==> src/rtl/text_buffer_ctrl.sv <==
// Console text buffer: a 16x16 character RAM with a cursor that accepts a command byte stream.
// Handles printable characters, LF/CR/BS, form-feed clear and scroll-up. It also serves display reads.
module text_buffer_ctrl #(
    parameter logic [7:0] BLANK_CHAR = 8'h20,
    parameter bit         SCROLL_EN  = 1'b1
) (
    input  logic       clk,
    input  logic       rst,
    input  logic       cmd_valid,
    input  logic [7:0] cmd_data,
    output logic       cmd_ready,
    input  logic [7:0] char_xy,
    output logic [7:0] char_code,
    output logic [3:0] cursor_x,
    output logic [3:0] cursor_y,
    output logic       busy
);

    typedef enum logic [1:0] {IDLE, CLEAR, SCROLL} state_t;

    localparam logic [7:0] CODE_BS = 8'h08;
    localparam logic [7:0] CODE_LF = 8'h0A;
    localparam logic [7:0] CODE_FF = 8'h0C;
    localparam logic [7:0] CODE_CR = 8'h0D;

    state_t     state;
    logic [7:0] idx;
    logic [7:0] mem [256];

    logic       accept;
    logic       is_print;
    logic       do_advance;
    logic       mem_we;
    logic [7:0] mem_addr;
    logic [7:0] mem_wdata;
    logic [7:0] scroll_src;

    assign cmd_ready  = (state == IDLE);
    assign busy       = !cmd_ready;
    assign accept     = cmd_valid && cmd_ready;
    assign is_print   = (cmd_data >= 8'h20) && (cmd_data <= 8'h7E);
    assign do_advance = accept && ((is_print && cursor_x == 4'd15) || cmd_data == CODE_LF);
    // Only consumed while idx < 240, so the 8-bit sum never wraps.
    assign scroll_src = mem[idx + 8'd16];

    // Single write port, shared by character writes, backspace blanking, clear and scroll.
    always_comb begin
        // NOTE: every always_comb output gets a default first so no path can infer a latch.
        mem_we    = 1'b0;
        mem_addr  = 8'h00;
        mem_wdata = BLANK_CHAR;
        unique case (state)
            IDLE: begin
                if (accept && is_print) begin
                    mem_we    = 1'b1;
                    mem_addr  = {cursor_y, cursor_x};
                    mem_wdata = cmd_data;
                end else if (accept && cmd_data == CODE_BS && cursor_x != 4'd0) begin
                    mem_we    = 1'b1;
                    mem_addr  = {cursor_y, cursor_x - 4'd1};
                    mem_wdata = BLANK_CHAR;
                end
            end
            CLEAR: begin
                mem_we    = 1'b1;
                mem_addr  = idx;
                mem_wdata = BLANK_CHAR;
            end
            SCROLL: begin
                mem_we    = 1'b1;
                mem_addr  = idx;
                mem_wdata = (idx < 8'd240) ? scroll_src : BLANK_CHAR;
            end
            default: ;
        endcase
    end

    // NOTE: the RAM has no reset; the CLEAR pass that follows every reset initialises it.
    always_ff @(posedge clk) begin
        if (mem_we)
            mem[mem_addr] <= mem_wdata;
    end

    // Read-before-write: a same-cycle write to char_xy is seen on the following read.
    always_ff @(posedge clk or posedge rst) begin
        if (rst)
            char_code <= 8'h00;
        else
            char_code <= mem[char_xy];
    end

    // NOTE: sequential state uses non-blocking assignments only, so every block sees pre-edge values.
    always_ff @(posedge clk or posedge rst) begin
        if (rst) begin
            state    <= CLEAR;
            idx      <= 8'h00;
            cursor_x <= 4'd0;
            cursor_y <= 4'd0;
        end else begin
            unique case (state)
                IDLE: begin
                    if (accept) begin
                        if (is_print) begin
                            cursor_x <= (cursor_x == 4'd15) ? 4'd0 : cursor_x + 4'd1;
                        end else begin
                            unique case (cmd_data)
                                CODE_LF, CODE_CR: cursor_x <= 4'd0;
                                CODE_BS: if (cursor_x != 4'd0) cursor_x <= cursor_x - 4'd1;
                                CODE_FF: begin
                                    state    <= CLEAR;
                                    idx      <= 8'h00;
                                    cursor_x <= 4'd0;
                                    cursor_y <= 4'd0;
                                end
                                default: ;
                            endcase
                        end
                    end
                    if (do_advance) begin
                        if (cursor_y != 4'd15) begin
                            cursor_y <= cursor_y + 4'd1;
                        end else if (SCROLL_EN) begin
                            state <= SCROLL;
                            idx   <= 8'h00;
                        end else begin
                            cursor_y <= 4'd0;
                        end
                    end
                end
                CLEAR, SCROLL: begin
                    idx <= idx + 8'd1;
                    if (idx == 8'hFF)
                        state <= IDLE;
                end
                default: state <= CLEAR;
            endcase
        end
    end

endmodule
==> config.mk <==
export PLATFORM = sky130hd
export DESIGN_NAME = text_buffer_ctrl
export DESIGN_NICKNAME = d
export VERILOG_FILES = /design/src/rtl/text_buffer_ctrl.sv
export SDC_FILE = /design/constraint.sdc
export NUM_CORES = 2
export LEC_CHECK = 0
export BUFFER_PORTS_ARGS = -buffer_cell sky130_fd_sc_hd__buf_2
export CAP_MARGIN = 20
export CORE_AREA = 2 2 315 628
export CTS_CLUSTER_DIAMETER = 40
export CTS_CLUSTER_SIZE = 14
export DETAILED_ROUTE_END_ITERATION = 8
export DIE_AREA = 0 0 317 630
export HOLD_SLACK_MARGIN = 0.08
export PLACE_DENSITY = 0.65
export SKIP_CTS_REPAIR_TIMING = 1
export SYNTH_ARGS = -nofsm -noshare
export SYNTH_HDL_FRONTEND = slang
export SYNTH_SLANG_ARGS = --single-unit
==> constraint.sdc <==
create_clock -name clk -period 12.15 [get_ports clk]
set_input_delay 1.215 -clock clk [delete_from_list [all_inputs] [get_ports clk]]
set_output_delay 1.215 -clock clk [all_outputs]
set_load 0.05 [all_outputs]
==> impl_metrics.json <==
{
  "status": "finished clean",
  "powerDensity_nw_per_um2": 186.7,
  "cts_max_level": 4,
  "cts_sinks": 2074,
  "syn-mean-instance-area_um2": 20.19,
  "root_buffer": "clkbuf_16",
  "ys_top_cells_by_count": "edfxtp_1, mux4_2, nor2_1, clkbuf_1",
  "hold_path_class": "reg2reg",
  "die_y_um": 630,
  "yosysTopAreaCell": "edfxtp_1",
  "synth_edf_count": 2048,
  "grt_start_max_net_pins": 241,
  "routed_wl_um": 318100,
  "max-clock-path-buffers": 4,
  "synth_top_area_share": 0.6346,
  "dominantRegCellSynth": "edfxtp_1",
  "routedWlPerCell_um": 42.35,
  "syn_nets": 4828,
  "finalCriticalPeriod_ns": 6.750,
  "place_ws_ns": 5.131,
  "rsz0062_at_grt": "no",
  "grt_usage": 0.3217,
  "synthCells": 4801,
  "numCtsBuffers": 185,
  "ys_warn_count": 0,
  "setup_viol": 0,
  "synthDistinctLibCells": 66,
  "fmax_mhz": 148.2,
  "peakVddDrop_uv": 171.0,
  "drive_above_1_share": 0.3470,
  "worst_setup_path_start_kind": "register",
  "setup_tns_ns": 0,
  "period_share": 0.5555,
  "syn2layout_area_growth_pct": 9.549,
  "tightest_slew_ns": 1.359,
  "layout_setup_ws_ns": 5.400,
  "routabilityCongestion": 0.9754,
  "core-area_um2": 194600,
  "dp_hpwl_um": 217000,
  "grt.overflow.total": 0,
  "grt_pass1_wl_um": 439500,
  "p_total_w": 0.01982,
  "critPathKind": "reg2reg",
  "antenna_found_initial": 19,
  "final_util": 0.5457,
  "yosysMostFrequentCell": "edfxtp_1",
  "die-area_um2": 199700,
  "slew_violations": 0,
  "worstSkewPairLatency_ns": 0.85,
  "io_buffers": 36,
  "final-hold-violation-count": 0,
  "first_iter_violations": 7626,
  "synth_area_um2": 96910,
  "async_reset_ff_frac": 0.01254,
  "slew-limit-headroom": 0.08430,
  "critPathRequiredTime_ns": 12.72,
  "ys_ff_latch": 2074,
  "clk_pin_slew_ns": 0.07,
  "dr.pass1.iters": 8,
  "endpoint_kind": "register",
  "tritoncts": "done",
  "routed_via_density": 7.218,
  "fill_cells": 14560,
  "drc_errors": 0,
  "drt.antenna.violating_nets": 0,
  "synth_area_leaders": "edfxtp_1, mux4_2, nor2_1",
  "p_leak_nw": 32.94,
  "io_pins": 37,
  "vias": 54230,
  "start_util": 0.4981,
  "critPathMaxFanout": 115,
  "num-nets-final": 4920,
  "die_w_um": 317,
  "timing.max_cap.violations": 0,
  "rows": 229,
  "yosysSeqAreaShare": 0.6413,
  "cp.arrival_ns": 7.32,
  "fin_worst_skew_ns": 0.04569,
  "grt_pass1_vias": 56530
}
## layer usage
metal,vias up,global-route usage,share of wire
met4,16,0.2849,0.11
met2,3392,0.5424,0.51
li1,20950,-,-
met5,-,0.001976,0.00046
met1,28750,0.3376,0.29
met3,1118,0.06539,0.085
## cell usage in the layout, fill, tap and decap left out, types with 46 or more instances in the layout
| master | count |
|---|---|
| nor2_1 | 302 |
| o21ai_0 | 46 |
| buf_4 | 210 |
| mux4_2 | 1156 |
| clkbuf_16 | 188 |
| nand2_1 | 152 |
| edfxtp_1 | 2048 |
| mux2i_1 | 68 |
| a22oi_1 | 151 |
| nand3_1 | 46 |
## path summary, 6_finish.rpt
kind	startpoint	end	slack (ns)	depth (start not counted)
worst max-delay path	idx[1]	mem[184][4]	5.40	11
worst min-delay path	state[0]	state[0]	0.55	2
worst max register to register	idx[1]	mem[184][4]	5.40	11
worst min register to register	state[0]	state[0]	0.55	2
max in group asynchronous	rst	idx[0]	11.23	3
min in group asynchronous	rst	char_code[6]	0.57	3
## cell type report
class | count | area, um^2 | area share
well taps | 2541 | 3179 | 0.02995
flip-flops and latches | 2074 | 62170 | 0.5856
clock buffers | 213 | 4828 | 0.04548
clock inverters | 40 | 426.7 | 0.004019
repair buffers | 290 | 2495 | 0.02350
inverters | 21 | 78.83 | 0.0007425
diodes | 13 | 32.53 | 0.0003064
multi-input cells | 2321 | 32960 | 0.3104
## sequential cells by signal (all words and copies together) (netlist names)
name,count
mem,2048
state,2
cursor_x,4
idx,8
char_code,8
cursor_y,4
## kinds of logic (layout without fill, tap and decap cells)
family | after synthesis | after routing | share of synthesized area
mux | 1228 | 1228 | 0.2761
compound gates | 429 | 429 | 0.03124
flops | 2074 | 2074 | 0.6413
xor+xnor | 8 | 8 | 0.0007230
fa+ha+maj | 8 | 8 | 0.001033
other cells | 0 | 13 | 0
buf+inv | 406 | 564 | 0.02040
simple gates | 648 | 648 | 0.02916
## report_power, final
part	internal (W)	switching [W]
Sequential	0.00798	0.000167
Clock	0.00294	0.00261
Combinational	0.00231	0.00382
Total	0.0132	0.00660
## worst max-delay path: stages (launching register included)
cell and delay (ns):
dfrtp_4 0.86, buf_4 0.53, buf_4 0.74, mux4_2 0.35
o22ai_1 0.12, nor4_1 1.04, nor3_1 0.28, nor4_1 0.43
a21o_4 0.48, buf_4 0.74, buf_4 0.33, buf_16 0.35
## metrics by stage
stage	instances	area (um^2)	hold WS, ns
global route	7501	106100	0.5614
global placement	7198	100300	0.5511
detailed placement	7230	100600	0.5422
CTS	7483	105900	0.5462
floorplan	4801	96910	0.5040
finish	7513	106200	0.5543
Power figures use the tool's default switching activity.
